**config.mk**
```make
export PLATFORM = sky130hd
export DESIGN_NAME = hero_write_rx
export DESIGN_NICKNAME = d
export VERILOG_FILES = /design/src/rtl/hero_write_rx.sv
export SDC_FILE = /design/constraint.sdc
export NUM_CORES = 1
export LEC_CHECK = 0
export ABC_AREA = 1
export BUFFER_PORTS_ARGS = -buffer_cell sky130_fd_sc_hd__buf_2
export CORE_UTILIZATION = 35
export CTS_CLUSTER_DIAMETER = 50
export DETAILED_ROUTE_END_ITERATION = 12
export GPL_TIMING_DRIVEN = 1
export PLACE_DENSITY = 0.6
export SETUP_SLACK_MARGIN = 0.2
export SLEW_MARGIN = 20
export SYNTH_ARGS = -nofsm -noshare
export SYNTH_HDL_FRONTEND = slang
export SYNTH_SLANG_ARGS = --single-unit
```
**constraint.sdc**
```tcl
create_clock -name clk -period 13.85 [get_ports clk]
set_input_delay 0.6925 -clock clk [delete_from_list [all_inputs] [get_ports clk]]
set_output_delay 0.6925 -clock clk [all_outputs]
set_load 0.01 [all_outputs]
```
**src/rtl/hero_write_rx.sv**
```systemverilog
// Receive endpoint for the hero write bus.
// Incoming beats are framed into DONE-terminated transactions and stored in a beat FIFO.
// The FIFO is drained by a valid/ready consumer.
// The hero bus cannot be stalled. A VALID beat is therefore admitted only while two
// FIFO slots are free, so that an open transaction can always be closed with a terminator.
//
// Downstream handshake: out_valid is high whenever the FIFO holds a beat. A beat
// transfers on any rising edge where out_valid && out_ready. The head fields stay
// unchanged until that transfer happens. The head fields read as 0 while out_valid is low.
`timescale 1ns/1ps
module hero_write_rx #(
    parameter int unsigned DEPTH     = 8,
    parameter int unsigned MAX_BEATS = 16
) (
    input  logic        clk,
    input  logic        rst_n,
    input  logic [45:0] hero_write,
    output logic        out_valid,
    input  logic        out_ready,
    output logic [35:0] out_wdat,
    output logic [6:0]  out_sub,
    output logic        out_last,
    output logic        out_err,
    input  logic        clr_sticky,
    output logic        ovf_err,
    output logic        proto_err,
    output logic [15:0] txn_cnt,
    output logic [1:0]  dbg_state_o
);
    localparam int unsigned AW = $clog2(DEPTH);
    localparam int unsigned CW = $clog2(MAX_BEATS + 1);

    localparam logic [1:0] CT_VALID = 2'd1;
    localparam logic [1:0] CT_DONE  = 2'd2;

    typedef enum logic [1:0] {
        RX_IDLE  = 2'd0,
        RX_BURST = 2'd1,
        RX_DROP  = 2'd2
    } rx_state_e;

    typedef struct packed {
        logic [35:0] wdat;
        logic [6:0]  sub;
        logic        last;
        logic        err;
    } entry_t;

    rx_state_e     state_q, state_d;
    logic [CW-1:0] beat_cnt_q, beat_cnt_d;
    logic [CW-1:0] beat_nxt;
    logic [AW:0]   wr_ptr_q, rd_ptr_q;
    logic [AW:0]   occ, free;
    logic          ovf_q, proto_q;
    logic [15:0]   txn_cnt_q;
    entry_t        mem_q [DEPTH];

    logic          push_en;
    entry_t        push_ent;
    logic          set_ovf, set_proto, txn_inc;
    logic          full, empty, pop_en;
    logic [1:0]    ct;
    logic          live;
    entry_t        beat_ent, term_ent, head;

    assign ct       = hero_write[45:44];
    assign live     = hero_write[0] && (ct != 2'd0);
    assign beat_ent = '{wdat: hero_write[43:8], sub: hero_write[7:1], last: 1'b0, err: 1'b0};
    assign term_ent = '{wdat: 36'd0, sub: 7'd0, last: 1'b1, err: 1'b1};

    // Pointers carry one extra wrap bit. Equal low bits with differing MSBs means full.
    assign occ    = wr_ptr_q - rd_ptr_q;
    assign free   = (AW+1)'(DEPTH) - occ;
    assign empty  = (wr_ptr_q == rd_ptr_q);
    assign full   = (wr_ptr_q[AW] != rd_ptr_q[AW]) && (wr_ptr_q[AW-1:0] == rd_ptr_q[AW-1:0]);
    assign pop_en = !empty && out_ready;
    assign head   = mem_q[rd_ptr_q[AW-1:0]];

    assign out_valid   = !empty;
    assign out_wdat    = out_valid ? head.wdat : 36'd0;
    assign out_sub     = out_valid ? head.sub  : 7'd0;
    assign out_last    = out_valid && head.last;
    assign out_err     = out_valid && head.err;
    assign ovf_err     = ovf_q;
    assign proto_err   = proto_q;
    assign txn_cnt     = txn_cnt_q;
    assign dbg_state_o = state_q;

    // Framing decisions: what to push, which flags to raise, and the next state.
    always_comb begin
        state_d    = state_q;
        beat_cnt_d = beat_cnt_q;
        push_en    = 1'b0;
        push_ent   = beat_ent;
        set_ovf    = 1'b0;
        set_proto  = 1'b0;
        txn_inc    = 1'b0;
        beat_nxt   = beat_cnt_q + CW'(1);
        case (state_q)
            RX_IDLE, RX_BURST: begin
                if (live) begin
                    case (ct)
                        CT_VALID: begin
                            if (beat_nxt == CW'(MAX_BEATS) && free >= (AW+1)'(1)) begin
                                // Over-length: this beat closes the transaction as faulted.
                                push_en       = 1'b1;
                                push_ent.last = 1'b1;
                                push_ent.err  = 1'b1;
                                set_proto     = 1'b1;
                                txn_inc       = 1'b1;
                                beat_cnt_d    = '0;
                                state_d       = RX_DROP;
                            end else if (free < (AW+1)'(2)) begin
                                // No room to admit it and still close later.
                                set_ovf    = 1'b1;
                                beat_cnt_d = '0;
                                state_d    = RX_DROP;
                                if (state_q == RX_BURST) begin
                                    push_en  = 1'b1;
                                    push_ent = term_ent;
                                    txn_inc  = 1'b1;
                                end
                            end else begin
                                push_en    = 1'b1;
                                beat_cnt_d = beat_nxt;
                                state_d    = RX_BURST;
                            end
                        end
                        CT_DONE: begin
                            if (free >= (AW+1)'(1)) begin
                                push_en       = 1'b1;
                                push_ent.last = 1'b1;
                                txn_inc       = 1'b1;
                                beat_cnt_d    = '0;
                                state_d       = RX_IDLE;
                            end else begin
                                set_ovf = 1'b1;
                            end
                        end
                        default: begin
                            // Illegal cycle type. An open transaction is closed as faulted.
                            set_proto = 1'b1;
                            if (state_q == RX_BURST) begin
                                push_en    = 1'b1;
                                push_ent   = term_ent;
                                txn_inc    = 1'b1;
                                beat_cnt_d = '0;
                                state_d    = RX_DROP;
                            end
                        end
                    endcase
                end
            end
            RX_DROP: begin
                if (live) begin
                    if (ct == CT_DONE) begin
                        beat_cnt_d = '0;
                        state_d    = RX_IDLE;
                    end else if (ct != CT_VALID) begin
                        set_proto = 1'b1;
                    end
                end
            end
            default: begin
                state_d    = RX_IDLE;
                beat_cnt_d = '0;
            end
        endcase
    end

    // Framing state and beat counter.
    always_ff @(posedge clk) begin
        if (!rst_n) begin
            state_q    <= RX_IDLE;
            beat_cnt_q <= '0;
        end else begin
            state_q    <= state_d;
            beat_cnt_q <= beat_cnt_d;
        end
    end

    // FIFO pointers. A push and a pop can happen in the same cycle.
    always_ff @(posedge clk) begin
        if (!rst_n) begin
            wr_ptr_q <= '0;
            rd_ptr_q <= '0;
        end else begin
            if (push_en && !full) wr_ptr_q <= wr_ptr_q + (AW+1)'(1);
            if (pop_en)           rd_ptr_q <= rd_ptr_q + (AW+1)'(1);
        end
    end

    // FIFO storage. No reset is needed because the head is masked while the FIFO is empty.
    always_ff @(posedge clk) begin
        if (push_en && !full) mem_q[wr_ptr_q[AW-1:0]] <= push_ent;
    end

    // Sticky error flags (a set in the same cycle beats a clear) and the transaction counter.
    always_ff @(posedge clk) begin
        if (!rst_n) begin
            ovf_q     <= 1'b0;
            proto_q   <= 1'b0;
            txn_cnt_q <= 16'd0;
        end else begin
            if (set_ovf)         ovf_q   <= 1'b1;
            else if (clr_sticky) ovf_q   <= 1'b0;
            if (set_proto)       proto_q <= 1'b1;
            else if (clr_sticky) proto_q <= 1'b0;
            if (txn_inc)         txn_cnt_q <= txn_cnt_q + 16'd1;
        end
    end
endmodule

```
==> out/results.txt <==
H-tree Lvls - 2
Critical path capture point type - flip-flop
CP Class - reg -> reg
Register area - 0.0115 sq mm
Clk_lat worst skew - 0.56 ns
Worst r2r src - wr_ptr_q[1]
Vias in the first global route - 10800
Worst EP arrival - 4.44 ns
CTS buffer count - 44
Sum Neg Setup Slack - 0 ns
Dpl hpwl - 22100 um
Most common cell on crit path - nand2_1
Initial antenna violation count - 6
Minimum clock period - 4.25 ns
Detailed-route via count - 11100
Synth Instances - 1430
Ys Warns - 0
RSZ-0062 raised after global routing - no
Number of top-level pins - 116
Flops & latches, synth - 396
Most frequent cell after synthesis - edfxtp_1
Worst Hold Launch - clr_sticky
Total GRT Usage - 0.170
CTS clk-pin slew, worst paths - 0.06 ns
Router iterations before antenna repair - 9
Worst EP required - 14.04 ns
Die area - 0.0485 sq mm
DRC violations left - 5
MaxCap Viol Count - 0
Drt total wl - 41300 um
Register area share after synthesis - 0.692
Post-CTS setup buffers - 0
Clock root buffer - clkbuf_16
Worst Tran Pin Value - 0.874 ns
Status - finished with violations
Failing checks - DRC
Prevailing post-synth register cell - edfxtp_1
Multi-input logic area - 0.00460 sq mm
First-pass GRT wire length - 62800 um
Core ar. - 0.0468 sq mm
Cell area after synthesis - 0.0167 sq mm
Fillcell total - 4406
P_leak - 6.65 nW
Async set-reset flop share out of synthesis - 0
Max stage delay on crit path - 0.66 ns
Die width - 220 um
Port-buffer cells - 115
Commonest cells post-synth - edfxtp_1 (360), nor2_1 (315), o21ai_0 (219)
DR WL/cell - 19.1 um
Worst IR drop on VDD - 120 uV
Fmax - 235 MHz
Cell accounting for the most synthesized area - edfxtp_1
Cell Count, Final, Fillers Out - 2159
# setup viols final - 0
HP Class - in -> reg
Clock Skew - 0.0142 ns
Pre-CTS WS - 9.56 ns
Final Power - 3.11 mW
RePlAce Congestion - 0.790
Via-per-instance ratio - 5.15
Fin crit share - 0.307
Post-cts resize count - 0
Fin nets - 1581
Largest net degree at the start of global routing - 121
CP Max Fanout - 28
Crit path cell chain - inv_1, ha_1, ha_1, inv_1, fa_1, inv_1, nand2_1, nand2_1, nand2_4, nand3_1, nor2_1, nand2_1, nand2_1, nand2_2, nand3_1, nor2_4, buf_4
Clock Sinks - 396
TritonCTS clock tree - done
Initial Utilization - 0.356
Power Density - 162 mW/mm^2
GRT overflow - 0
Initial DRC Count - 922
Worst reg2reg path depth - 17
Post-Place Cells - 2080
Library cells used by synthesis - 37
Clk buf depth - 3
Worst slew margin - 0.412
Worst Setup SP - wr_ptr_q[1]
Layout cells sized above 1 - 0.158
Critical Path Sink - mem_q[2][32]
Startpoint types - flip-flop
Synthesized Nets - 1492
Area grow syn2layout - 15.0%
Reg2Reg Setup Slack - 9.60 ns
Synth top area share - 0.649
R2r endpoint - mem_q[2][32]
CTS Hold Bufs - 0
Count of final max-slew check failures - 0
Fin. Hold Viols - 0
Post-DRT Antenna Nets - 0
EDFF count, synth - 360
Die height - 220 um
WHS - 0.406 ns
Diode count - 0
Final setup margin - 9.60 ns
Site Rows - 79
Slowest CP cell - nor2_4
Syn avg cell area - 11.7 sq um
Top cells by area, synth - edfxtp_1 (65%), nor2_1 (7.1%), o21ai_0 (6.6%), dfxtp_1 (4.3%), a21boi_1 (1.8%)
[metrics by stage]
stage | util | area (sq um)
3_5_place_dp | 0.381 | 17800
2_1_floorplan | - | 16700
3_3_place_gp | 0.381 | 17800
5_1_grt | 0.410 | 19200
4_1_cts | 0.410 | 19200
6_report | 0.410 | 19200
[critical path, delay by kind of cell (launching register included)]
kind,cells,cell delay (ns)
fa+ha+maj,3,0.95
flops,1,0.39
simple gates,10,1.70
buf+inv,4,0.81
[worst min-delay path by stage]
stage                endpoint  slack [ns]  cells after the start
floorplan           flip-flop        0.47                      2
global placement      ovf_err        0.46                      2
detailed placement  proto_err        0.46                      2
CTS                 proto_err        0.39                      4
global route        proto_err        0.43                      4
finish              proto_err        0.41                      4
[power breakdown]
group          leakage (nW)  internal (mW)  total, mW  switching (mW)
combinational          2.43          0.192      0.639           0.446
sequential             3.55           1.34       1.37          0.0223
clock                 0.665          0.636       1.11           0.470
total                  6.65           2.17       3.11           0.938
[cell type report]
class	count	share of cell area
inverters	51	0.0102
repair buffers	133	0.0373
flip-flops and latches	396	0.602
clock inverters	27	0.0110
well taps	607	0.0396
multi-input cells	893	0.240
clock buffers	52	0.0601
[metal layers]
| layer | part of all wire | up-vias | global-route usage | wire length [um] |
|---|---|---|---|---|
| li1 | - | 5335 | - | - |
| met1 | 0.45 | 5403 | 0.230 | 18400 |
| met2 | 0.48 | 309 | 0.281 | 19600 |
| met3 | 0.062 | 66 | 0.0324 | 2580 |
| met4 | 0.015 | 12 | 0.0391 | 623 |
| met5 | 0.0018 | - | 0 | 75 |
[flip-flops by register name (all words and copies together) (netlist names), named ones only]
signal	cells
dbg_state_o	2
ovf_err	1
proto_err	1
txn_cnt	16
rd_ptr_q	4
wr_ptr_q	4
beat_cnt_q	5
mem_q	360
[cells by family (layout without fill, tap and decap cells)]
| group | count (synthesis) | count (layout) | synth area share |
|---|---|---|---|
| fa+ha+maj | 12 | 12 | 0.00946 |
| compound gates | 398 | 398 | 0.136 |
| flops | 396 | 396 | 0.692 |
| xor+xnor | 17 | 17 | 0.00894 |
| buf+inv | 141 | 263 | 0.0357 |
| simple gates | 466 | 466 | 0.118 |
[cell usage in the layout, fill, tap and decap left out, types with 14 or more instances in the layout]
master     netlist  layout
nor2_1         315     308
buf_4            0      17
o22ai_1         45      45
buf_2           13     115
inv_1           44      44
nand2_2         13      14
nand3_1         36      36
clkbuf_16        0      45
edfxtp_1       360     360
a21boi_1        40      40
o21ai_0        219     219
dfxtp_1         36      34
nand2_1         71      70
a21oi_1         19      19
o21ai_1         14      14
a31oi_1         45      45
No activity file was read; power rests on OpenSTA's default activity.
